===== src/rtl/ssd_multi_score_scan.sv =====
// Time-multiplexed seven-segment driver for NUM_CH binary scores of DIGITS digits each.
// Scores are converted to BCD one channel at a time by a serial double-dabble engine.
module ssd_multi_score_scan #(
    parameter int unsigned NUM_CH     = 2,
    parameter int unsigned DIGITS     = 4,
    parameter int unsigned VAL_W      = 16,
    parameter int unsigned PRESCALE_W = 18,
    parameter bit          BLANK_LZ   = 1'b1
) (
    input  logic                     clk,
    input  logic                     rst_n,
    input  logic [NUM_CH*VAL_W-1:0]  score_in,
    input  logic                     load,
    output logic                     busy,
    output logic [NUM_CH-1:0]        ovf,
    output logic [NUM_CH*DIGITS-1:0] anode,
    output logic [6:0]               ssdOut,
    output logic                     dp
);
    localparam int unsigned TOT   = NUM_CH * DIGITS;
    localparam int unsigned IDX_W = (TOT > 1) ? $clog2(TOT) : 1;
    localparam int unsigned CH_W  = (NUM_CH > 1) ? $clog2(NUM_CH) : 1;
    localparam int unsigned DIG_W = (DIGITS > 1) ? $clog2(DIGITS) : 1;
    localparam int unsigned CNT_W = $clog2(VAL_W + 1);
    localparam int unsigned BCD_W = 4 * DIGITS;

    function automatic logic [63:0] pow10(input int unsigned n);
        logic [63:0] r;
        r = 64'd1;
        for (int unsigned i = 0; i < n; i++) r = r * 64'd10;
        return r;
    endfunction

    localparam logic [63:0] LIMIT = pow10(DIGITS);

    function automatic logic [6:0] seg_of(input logic [3:0] d);
        logic [6:0] s;
        case (d)
            4'd0:    s = 7'b0000001;
            4'd1:    s = 7'b1001111;
            4'd2:    s = 7'b0010010;
            4'd3:    s = 7'b0000110;
            4'd4:    s = 7'b1001100;
            4'd5:    s = 7'b0100100;
            4'd6:    s = 7'b0100000;
            4'd7:    s = 7'b0001111;
            4'd8:    s = 7'b0000000;
            4'd9:    s = 7'b0000100;
            default: s = 7'b1111111;
        endcase
        return s;
    endfunction

    typedef enum logic [1:0] {StIdle, StChk, StShift, StStore} state_e;

    state_e                        state_q, state_d;
    logic [CH_W-1:0]               ch_q, ch_d;
    logic [CNT_W-1:0]              cnt_q, cnt_d;
    logic [NUM_CH-1:0][VAL_W-1:0]  shadow_q, shadow_d;
    logic [NUM_CH-1:0][VAL_W-1:0]  pend_val_q, pend_val_d;
    logic                          pend_q, pend_d;
    logic [VAL_W-1:0]              val_q, val_d;
    logic [BCD_W-1:0]              bcd_q, bcd_d, bcd_adj;
    logic                          sat_q, sat_d;
    logic [NUM_CH-1:0][DIGITS-1:0][3:0] disp_q, disp_d;
    logic [NUM_CH-1:0]             ovf_q, ovf_d;

    logic [PRESCALE_W-1:0]         presc_q;
    logic [IDX_W-1:0]              idx_q;
    logic [CH_W-1:0]               sch_q;
    logic [DIG_W-1:0]              sdig_q;
    logic [NUM_CH-1:0][DIGITS-1:0] blank_m;
    logic [TOT-1:0]                anode_q, anode_d;
    logic [6:0]                    seg_q, seg_d;
    logic                          dp_q, dp_d;
    logic [DIG_W-1:0]              nib_pos;

    // Double-dabble correction: every nibble >= 5 gets +3 before the shift.
    always_comb begin
        bcd_adj = bcd_q;
        for (int i = 0; i < int'(DIGITS); i++) begin
            if (bcd_q[4*i +: 4] >= 4'd5) bcd_adj[4*i +: 4] = bcd_q[4*i +: 4] + 4'd3;
        end
    end

    always_comb begin
        state_d    = state_q;
        ch_d       = ch_q;
        cnt_d      = cnt_q;
        shadow_d   = shadow_q;
        pend_d     = pend_q;
        pend_val_d = pend_val_q;
        val_d      = val_q;
        bcd_d      = bcd_q;
        sat_d      = sat_q;
        disp_d     = disp_q;
        ovf_d      = ovf_q;
        if (load && state_q != StIdle) begin
            pend_d     = 1'b1;
            pend_val_d = score_in;
        end
        unique case (state_q)
            StIdle: begin
                if (load) begin
                    shadow_d = score_in;
                    pend_d   = 1'b0;
                    ch_d     = '0;
                    state_d  = StChk;
                end else if (pend_q) begin
                    shadow_d = pend_val_q;
                    pend_d   = 1'b0;
                    ch_d     = '0;
                    state_d  = StChk;
                end
            end
            StChk: begin
                if (64'(shadow_q[ch_q]) >= LIMIT) begin
                    sat_d   = 1'b1;
                    state_d = StStore;
                end else begin
                    sat_d   = 1'b0;
                    bcd_d   = '0;
                    val_d   = shadow_q[ch_q];
                    cnt_d   = '0;
                    state_d = StShift;
                end
            end
            StShift: begin
                bcd_d = {bcd_adj[BCD_W-2:0], val_q[VAL_W-1]};
                val_d = {val_q[VAL_W-2:0], 1'b0};
                cnt_d = cnt_q + 1'b1;
                if (cnt_q == CNT_W'(VAL_W - 1)) state_d = StStore;
            end
            StStore: begin
                disp_d[ch_q] = sat_q ? {DIGITS{4'h9}} : bcd_q;
                ovf_d[ch_q]  = sat_q;
                if (ch_q == CH_W'(NUM_CH - 1)) begin
                    state_d = StIdle;
                end else begin
                    ch_d    = ch_q + 1'b1;
                    state_d = StChk;
                end
            end
        endcase
    end

    always_ff @(posedge clk or negedge rst_n) begin
        if (!rst_n) begin
            state_q    <= StIdle;
            ch_q       <= '0;
            cnt_q      <= '0;
            shadow_q   <= '0;
            pend_q     <= 1'b0;
            pend_val_q <= '0;
            val_q      <= '0;
            bcd_q      <= '0;
            sat_q      <= 1'b0;
            disp_q     <= '0;
            ovf_q      <= '0;
        end else begin
            state_q    <= state_d;
            ch_q       <= ch_d;
            cnt_q      <= cnt_d;
            shadow_q   <= shadow_d;
            pend_q     <= pend_d;
            pend_val_q <= pend_val_d;
            val_q      <= val_d;
            bcd_q      <= bcd_d;
            sat_q      <= sat_d;
            disp_q     <= disp_d;
            ovf_q      <= ovf_d;
        end
    end

    // Scan position kept as flat index plus channel/digit counters to avoid a divider.
    always_ff @(posedge clk or negedge rst_n) begin
        if (!rst_n) begin
            presc_q <= '0;
            idx_q   <= '0;
            sch_q   <= '0;
            sdig_q  <= '0;
        end else begin
            presc_q <= presc_q + 1'b1;
            if (&presc_q) begin
                if (idx_q == IDX_W'(TOT - 1)) begin
                    idx_q  <= '0;
                    sch_q  <= '0;
                    sdig_q <= '0;
                end else begin
                    idx_q <= idx_q + 1'b1;
                    if (sdig_q == DIG_W'(DIGITS - 1)) begin
                        sdig_q <= '0;
                        sch_q  <= sch_q + 1'b1;
                    end else begin
                        sdig_q <= sdig_q + 1'b1;
                    end
                end
            end
        end
    end

    // Nibble p (0 = LS) is blank when it and every more-significant nibble are zero.
    always_comb begin
        logic zero_run;
        zero_run = 1'b1;
        blank_m  = '0;
        for (int c = 0; c < int'(NUM_CH); c++) begin
            zero_run = 1'b1;
            for (int p = int'(DIGITS) - 1; p >= 1; p--) begin
                zero_run      = zero_run & (disp_q[c][p] == 4'd0);
                blank_m[c][p] = BLANK_LZ & zero_run;
            end
        end
    end

    always_comb begin
        nib_pos = DIG_W'(DIGITS - 1) - sdig_q;
        anode_d = '1;
        if (presc_q != '0) anode_d[IDX_W'(TOT - 1) - idx_q] = 1'b0;
        seg_d   = blank_m[sch_q][nib_pos] ? 7'b1111111 : seg_of(disp_q[sch_q][nib_pos]);
        dp_d    = ~ovf_q[sch_q];
    end

    always_ff @(posedge clk or negedge rst_n) begin
        if (!rst_n) begin
            anode_q <= '1;
            seg_q   <= 7'h7F;
            dp_q    <= 1'b1;
        end else begin
            anode_q <= anode_d;
            seg_q   <= seg_d;
            dp_q    <= dp_d;
        end
    end

    assign busy   = (state_q != StIdle) | pend_q;
    assign ovf    = ovf_q;
    assign anode  = anode_q;
    assign ssdOut = seg_q;
    assign dp     = dp_q;
endmodule


===== config.mk =====
export PLATFORM = sky130hd
export DESIGN_NAME = ssd_multi_score_scan
export DESIGN_NICKNAME = d
export VERILOG_FILES = /design/src/rtl/ssd_multi_score_scan.sv
export SDC_FILE = /design/constraint.sdc
export NUM_CORES = 1
export LEC_CHECK = 0
export BUFFER_PORTS_ARGS = -buffer_cell sky130_fd_sc_hd__buf_2
export CORE_MARGIN = 2
export CORE_UTILIZATION = 48
export CTS_CLUSTER_DIAMETER = 40
export DETAILED_ROUTE_END_ITERATION = 8
export PLACE_DENSITY = 0.64
export SLEW_MARGIN = 0
export SYNTH_ARGS = -nofsm -noshare
export SYNTH_HDL_FRONTEND = slang
export SYNTH_SLANG_ARGS = --single-unit
export TNS_END_PERCENT = 5

===== constraint.sdc =====
create_clock -name clk -period 3 [get_ports clk]
set_clock_uncertainty 0.1 [all_clocks]
set_input_delay 0.15 -clock clk [delete_from_list [all_inputs] [get_ports clk]]
set_output_delay 0.15 -clock clk [all_outputs]
set_load 0.05 [all_outputs]

# After elaboration in Yosys (flattened, before gate mapping)
# Memory sizes are Yosys's and may differ from the RTL's.
# Cells that the tools add are included.
# totals
out_inout_bits	19
word_cells	144
inputBits	35
reg_bits	180
n_memories	1
rom_bits	112
# op_classes
bitwise	7
mux	55
n_addsub	12
n_eq_ne	9
n_lt_le_gt_ge	11
n_reduce_logical	22
# memory_table
name	depth	word_bits	read_ports	rd_ports_with_merged_regs	write_ports	line_no	rtl
(name not given)	16	7	1	0	0	38	case (d)
# op_table
cell	count
two-way mux 16 bit	8
two-way mux 32 bit	2
one-hot mux 16 bit (2 select lines)	2
bitwise mux 32 bit	1
zero test 4 bit	6
two-way mux 4 bit	6
AND reduction 19 bit	1
adder 18 x 1 -> 18 bit (second input constant)	1
AND reduction 18 bit	1
nonzero test 18 bit	1
two-way mux 1 bit	17
demux 16 bit (select 1 bit)	1
>= comparator 16 x 14 -> 1 bit (second input constant)	1
>= comparator 4 x 3 -> 1 bit (second input constant)	4
adder 4 x 2 -> 4 bit (second input constant)	3
two-way mux 2 bit	5
one-hot mux 5 bit (2 select lines)	1
nonzero test 2 bit	5
binary-select mux 4 bit (select 2 bit)	1
two-way mux 8 bit	1
NOT 8 bit	1
one-hot mux 2 bit (4 select lines)	1
AND reduction 2 bit	4
two-way mux 7 bit	1
other kinds (30)	41

# Depth between registers and ports, before layout
# Gate-level depths: netlist of the first run.
# depth
depth_word	8
ltp_mapped	9

# Least setup slack after synthesis of the first run
# Ideal clock, no wire load.
# synth_timing
path_kind	register -> register
start	register sch_q
end	register seg_q[6] (netlist: ssdOut[6])
n_path_buf	2
setup_slack_ps	680
t_arrival_ps	2115
synth_period_minus_slack_ps	2320
t_required_ps	2795
path_stages_with_launch	10
cell_sequence	dfrtp_1 > buf_6 > buf_6 > mux4_2 > mux2i_1 > inv_1 > ha_1 > mux2_4 > nand2_1 > nand3_1
# synth_between
elab_chain_len	6
# synth_rtl
element	line_no	rtl
start, declared	70	logic [CH_W-1:0] sch_q;
start signal, assigned	193	sch_q <= sch_q + 1'b1;
two-way mux 16 bit (implied by the code) (2 in series)	220	seg_d = blank_m[sch_q][nib_pos] ? 7'b1111111 : seg_of(disp_q[sch_q][nib_pos]);
binary-select mux 4 bit (select 2 bit)	220	
two-way mux 4 bit (implied by the code)	220	
memory read (16 x 7 bit)	-	
two-way mux 7 bit (*)	220	
via seg_d[6]	74	logic [6:0] seg_q, seg_d;
end signal, assigned	231	seg_q <= seg_d;
end, declared	74	
# The timed path passes the listed nets; every way through them passes the cells marked *. The select of a mux whose other input is x is not followed.
# A chain may end at the register's enable or synchronous reset.

# Final worst setup path of the first run
# layout_timing
start	register sch_q
end	register seg_q[1] (netlist: ssdOut[1])
# Same word-level chain as after synthesis.

==> results.sh, run 1 <==
export IMPL_final_hold_viol_count=0
export IMPL_ir_drop_mv=0.584
export IMPL_ys_seq_area_share_pct=51.1
export IMPL_initial_utilization_pct=49.2
export IMPL_final_common_cell="dfrtp_1"
export IMPL_max_stage_delay_ns=0.77
export IMPL_critical_path_class="flip-flop to flip-flop"
export IMPL_synth_top_cell_area_share_pct=46.3
export IMPL_cp_max_fo=16
export IMPL_max_freq_ghz=0.387
export IMPL_post_cts_buffers=0
export IMPL_insertedDiodeCount=0
export IMPL_place_port_buffers=53
export IMPL_cp_data_arrival_time_ns=2.81
export IMPL_mostFrequentLayoutCells="dfrtp_1 (164), nand2_1 (110), o21ai_0 (92)"
export IMPL_fin_crit_sh_pct=86.2
export IMPL_nFillCells=1506
export IMPL_cp_cell_sequence="mux4_1, mux2i_2, inv_1, ha_1, o211ai_1, nand3_1"
export IMPL_grt_pass1_vias=6169
export IMPL_layout_setup_ws_ns=0.415
export IMPL_leakage_nw=4.72
export IMPL_nets=945
export IMPL_synthArstFlopShare_pct=100
export IMPL_hpwl_um=11900
export IMPL_routed_wl_um=17300
export IMPL_dr_first_iter_drc_count=338
export IMPL_design_area_um2=10300
export IMPL_syn_area_um2=8860
export IMPL_cts_sinks=180
export IMPL_synth_flop_cell="dfrtp_1"
export IMPL_chipWidth_um=140
export IMPL_holdWs_ns=0.0182
export IMPL_yosys_warnings=0
export IMPL_drcViolationCount=0
export IMPL_firstDrtPassIters=4
export IMPL_die_height_um=140
export IMPL_slew_viol_final=0
export IMPL_cts_buffers=17
export IMPL_antenna_found_initial=0
export IMPL_grt_pass1_wl_um=29700
export IMPL_min_period_ns=2.59
export IMPL_synth_cells=809
export IMPL_syn2layout_area_growth_pct=15.8
export IMPL_slowest_stage="dfrtp_1"
export IMPL_grt_max_degree=96
export IMPL_tns_ns=0
export IMPL_preCtsSetupSlack_ns=0.407
export IMPL_start_kind="flip-flop"
export IMPL_p_per_area_nw_per_um2=943
export IMPL_wire_per_inst_um=15.4
export IMPL_htree_levels=4
export IMPL_grt_overflow_total=0
export IMPL_fp_coreArea_um2=18000
export IMPL_rsz0062_at_grt="no"
export IMPL_synthDistinctLibCells=55
export IMPL_worst_setup_path_end_kind="flip-flop"
export IMPL_placed_cell_area_um2=9340
export IMPL_insertion_delay_ns=0.44
export IMPL_worstPathRequired_ns=3.22
export IMPL_hp_class="primary input to flip-flop"
export IMPL_synth_edf_count=0
export IMPL_cts_tree="yes"
export IMPL_status="finished clean"
export IMPL_maxCapViolations=0
export IMPL_die_area_um2=19600
export IMPL_num_vias=6144
export IMPL_syn_nets=869
export IMPL_vias_per_cell=5.46
export IMPL_synth_seq_cells=180
export IMPL_slew_headroom_pct=40.7
export IMPL_root_buffer="clkbuf_16"
export IMPL_place_gp_congestion=0.826
export IMPL_gr_usage_all_layers_pct=18.6
export IMPL_ios=54
export IMPL_critical_path_top_delay_family="multiplexers"
export IMPL_cts_max_path_buffers=2
export IMPL_rows=49
export IMPL_synth_top_cells_by_area="dfrtp_1 (46%), mux2i_1 (7.1%), mux2_2 (5.3%)"
export IMPL_path_buf_inv=1
export IMPL_syn_area_per_cell_um2=11.0
export IMPL_ant_nets=0
export IMPL_worst_pin_slew_ns=0.889
export IMPL_path_clk_slew_ns=0.07
export IMPL_drive_above_1_share_pct=20.2
export IMPL_yosys_area_top_type="dfrtp_1"
export IMPL_report_final_setup_viol=0
## power by group
part | internal [W] | leakage, nW | switching [W]
Combinational | 0.00153 | 2.20 | 0.00195
Sequential | 0.00330 | 2.23 | 0.000662
Clock | 0.00119 | 0.287 | 0.00105
Total | 0.00601 | 4.72 | 0.00366
## Yosys cell counts (all sizes together) (2+ instances only)
library cell / count
a211o: 8
a211oi: 6
a21o: 7
a21oi: 9
a221o: 3
a31oi: 3
and2: 3
and3: 3
buf: 16
clkbuf: 28
dfrtp: 164
dfstp: 16
ha: 25
inv: 24
mux2: 56
mux2i: 67
mux4: 8
nand2: 110
nand2b: 18
nand3: 25
nand3b: 4
nand4: 3
nor2: 40
nor3: 9
nor3b: 5
nor4: 10
o211ai: 6
o21ai: 93
o221ai: 2
o22ai: 2
or3b: 4
xnor2: 14
xor2: 7
## tightest hold or removal path, cell delays in order
cell and delay [ns]:
buf_2 0.16, nor2_1 0.10, nor2_1 0.10
## registers in the layout (all words and copies together), names as in the netlist
signal	flops
ovf	2
sat_q	1
idx_q	3
sch_q	1
bcd_q	16
presc_q	18
sdig_q	2
anode	8
ch_q	1
pend_q	1
dp	1
cnt_q	5
val_q	16
ssdOut	7
pend_val_q	32
shadow_q	32
disp_q	32
state_q	2
## through the flow
stage / utilization (%) / std cells / power (W)
detailed placement: 51.8 / 1062 / 0.00746
global route: 56.9 / 1126 / 0.0104
floorplan: - / 809 / 0.00659
global placement: 51.8 / 1062 / 0.00725
finish: 56.9 / 1126 / 0.00967
CTS: 56.9 / 1126 / 0.00975
## path summary, 6_finish.rpt
check | from | end | slack [ns] | depth (start not counted)
min reg2reg | ovf[0]$_DFFE_PN0P_ | dp$_DFF_PN1_ | 0.37 | 1
max | sch_q$_DFFE_PN0P_ | ssdOut[1]$_DFF_PN1_ | 0.41 | 6
max in group asynchronous | rst_n | anode[2]$_DFF_PN1_ | 1.68 | 3
min | load | pend_q$_DFF_PN0_ | 0.02 | 3
max reg2reg | sch_q$_DFFE_PN0P_ | ssdOut[1]$_DFF_PN1_ | 0.41 | 6
min in group asynchronous | rst_n | disp_q[12]$_DFFE_PN0P_ | 0.26 | 2
## repair_timing
action | in CTS | in global routing
hold endpoints to repair | 149 | 0
hold buffers | 33 | 0
gates resized for setup | 0 | 0
## metal layers
metal,vias to the layer above,GRT usage [%],routed length (um)
met3,24,3.61,489
met5,-,0,0
met1,3033,24.5,8110
li1,2996,-,-
met4,0,6.42,303
met2,91,31.0,8420
## final cells by class
type / instances / area (um^2) / share of cell area (%)
Clock inverter: 14 / 163 / 1.59
Clock buffer: 17 / 425 / 4.15
Sequential cell: 180 / 4520 / 44.1
Tap cell: 229 / 287 / 2.79
Inverter: 24 / 90.1 / 0.878
Timing Repair Buffer: 101 / 727 / 7.09
Multi-Input combinational cell: 561 / 4040 / 39.4
## kinds of logic (layout without fill, tap and decap cells)
group | Yosys count | in the layout | share of synthesized area [%]
mux | 131 | 131 | 17.5
xor+xnor | 21 | 21 | 2.08
compound gates | 144 | 144 | 9.60
buf+inv | 68 | 156 | 3.50
flops | 180 | 180 | 51.1
fa+ha+maj | 25 | 25 | 3.53
simple gates | 240 | 240 | 12.8
No activity file was read; power rests on OpenSTA's default activity.
==> run 2: changes to the inputs <==
CORE_UTILIZATION = 55   (was 48)
PLACE_DENSITY = 0.72   (was 0.64)
==> run 2 against run 1 <==
Effect of this change: critical path depth unchanged; clock power increased by 8%; count of clock-buffer cells in the layout is the same; core utilization grew 8.2 points; die area decreased by 12%; via count is 2.1% higher; first-iteration DRC count is 59% higher; register-to-register slack better by 0.03 ns; final area rose by 0.44%; maximum frequency up 1.2%; critical endpoint unchanged; power increased by 2.2%.
==> results.sh, run 2 (synthesized netlist as in run 1, its figures left out) <==
export IMPL_ctsHoldBuffers=33
export IMPL_final_util_pct=65.1
export IMPL_syn2layout_area_growth_pct=16.3
export IMPL_max_freq_ghz=0.391
export IMPL_cts_max_path_buffers=2
export IMPL_grt_overflow_total=0
export IMPL_slew_viol_final=0
export IMPL_ir_drop_mv=0.593
export IMPL_combinationalPowerShare_pct=35.5
export IMPL_num_vias=6274
export IMPL_cp_max_fo=16
export IMPL_ios=54
export IMPL_vias_per_cell=5.64
export IMPL_root_buffer="clkbuf_16"
export IMPL_post_cts_buffers=0
export IMPL_insertedDiodeCount=0
export IMPL_rsz0062_at_grt="no"
export IMPL_tns_ns=0
export IMPL_cts_sinks=180
export IMPL_path_clk_slew_ns=0.07
export IMPL_cp_data_arrival_time_ns=2.78
export IMPL_cts_repair_resized=0
export IMPL_critical_path_class="flip-flop to flip-flop"
export IMPL_start_kind="flip-flop"
export IMPL_report_final_setup_viol=0
export IMPL_chipWidth_um=131
export IMPL_power_frac_clock_pct=24.3
export IMPL_status="finished clean"
export IMPL_worstPathRequired_ns=3.22
export IMPL_place_gp_congestion=0.877
export IMPL_slew_headroom_pct=46.5
export IMPL_top_regs="disp_q (32), pend_val_q (32), shadow_q (32)"
export IMPL_routed_wl_um=17400
export IMPL_maxCapViolations=0
export IMPL_grt_pass1_wl_um=30100
export IMPL_grt_max_degree=88
export IMPL_rows=46
export IMPL_final_hold_viol_count=0
export IMPL_drive_above_1_share_pct=20.2
export IMPL_place_port_buffers=53
export IMPL_htree_levels=4
export IMPL_initial_utilization_pct=56.0
export IMPL_antenna_found_initial=0
export IMPL_hp_class="primary input to flip-flop"
export IMPL_cts_buffers=17
export IMPL_p_int_w=0.00625
export IMPL_p_per_area_nw_per_um2=960
export IMPL_insertion_delay_ns=0.43
export IMPL_fp_coreArea_um2=15800
export IMPL_worst_setup_path_end_kind="flip-flop"
export IMPL_power_frac_seq_pct=40.2
export IMPL_hpwl_um=12100
export IMPL_firstDrtPassIters=4
export IMPL_mostFrequentLayoutCells="dfrtp_1 (164), nand2_1 (110), o21ai_0 (92)"
export IMPL_gr_usage_all_layers_pct=22.4
export IMPL_grt_pass1_vias=6332
export IMPL_wire_per_inst_um=15.6
export IMPL_power_switching_w=0.00364
export IMPL_drcViolationCount=0
export IMPL_nets=944
export IMPL_nFillCells=1182
export IMPL_min_period_ns=2.56
export IMPL_cts_tree="yes"
export IMPL_ant_nets=0
export IMPL_leakage_nw=4.74
export IMPL_fin_crit_sh_pct=85.2
export IMPL_die_height_um=131
export IMPL_die_area_um2=17100
export IMPL_worst_pin_slew_ns=0.802
export IMPL_final_common_cell="dfrtp_1"
export IMPL_p_sw_share_pct=36.8
export IMPL_dr_first_iter_drc_count=536
## run 2: area by class of cell
type	count	area, um^2	share of cell area, %
clock buffers	17	425	4.13
inverters	24	90.1	0.874
repair buffers	100	732	7.10
multi-input cells	561	4040	39.2
well taps	216	270	2.62
clock inverters	15	219	2.13
flip-flops and latches	180	4520	43.9
## run 2: power by group through the flow
stage / logic (W) / clock network, W / registers, W
global route: 0.00394 / 0.00256 / 0.00409
finish: 0.00351 / 0.00241 / 0.00397
detailed placement: 0.00348 / 0 / 0.00400
CTS: 0.00353 / 0.00245 / 0.00396
floorplan: 0.00264 / 0 / 0.00395
global placement: 0.00327 / 0 / 0.00394
## run 2: through the flow
step                      instances  area, um^2  total power (W)  hold WS (ns)  setup WS, ns
after global routing           1113       10300           0.0106         0.208         0.273
after global placement         1048        9330          0.00721         0.158         0.553
after floorplan                 809        8860          0.00659        -0.246         0.680
final                          1113       10300          0.00989         0.175         0.445
after CTS                      1113       10300          0.00995         0.159         0.437
after detailed placement       1048        9330          0.00747         0.175         0.445
## run 2: worst max-delay path, stage by stage, from the launching register on
cell,delay [ns]
dfrtp_1,0.75
mux4_1,0.64
mux2i_2,0.31
inv_1,0.14
ha_1,0.21
o211ai_1,0.19
nand3_1,0.10
## run 2: final timing paths
path	startpoint	end	slack [ns]	cells past startpoint
worst max register to register	sch_q$_DFFE_PN0P_	ssdOut[1]$_DFF_PN1_	0.44	6
worst min register to register	shadow_q[0]$_DFFE_PN0P_	shadow_q[0]$_DFFE_PN0P_	0.39	2
worst max-delay path	sch_q$_DFFE_PN0P_	ssdOut[1]$_DFF_PN1_	0.44	6
worst min-delay path	load	shadow_q[2]$_DFFE_PN0P_	0.17	4
min in group asynchronous	rst_n	bcd_q[13]$_DFFE_PN0P_	0.27	2
max in group asynchronous	rst_n	anode[5]$_DFF_PN1_	1.74	3
## run 2: layer usage
layer / track usage (%) / share of wire (%) / vias up
met5: 0 / 0 / -
met3: 4.89 / 3.1 / 30
li1: - / - / 2995
met4: 7.76 / 1.8 / 0
met2: 37.3 / 50 / 122
met1: 29.3 / 45 / 3127
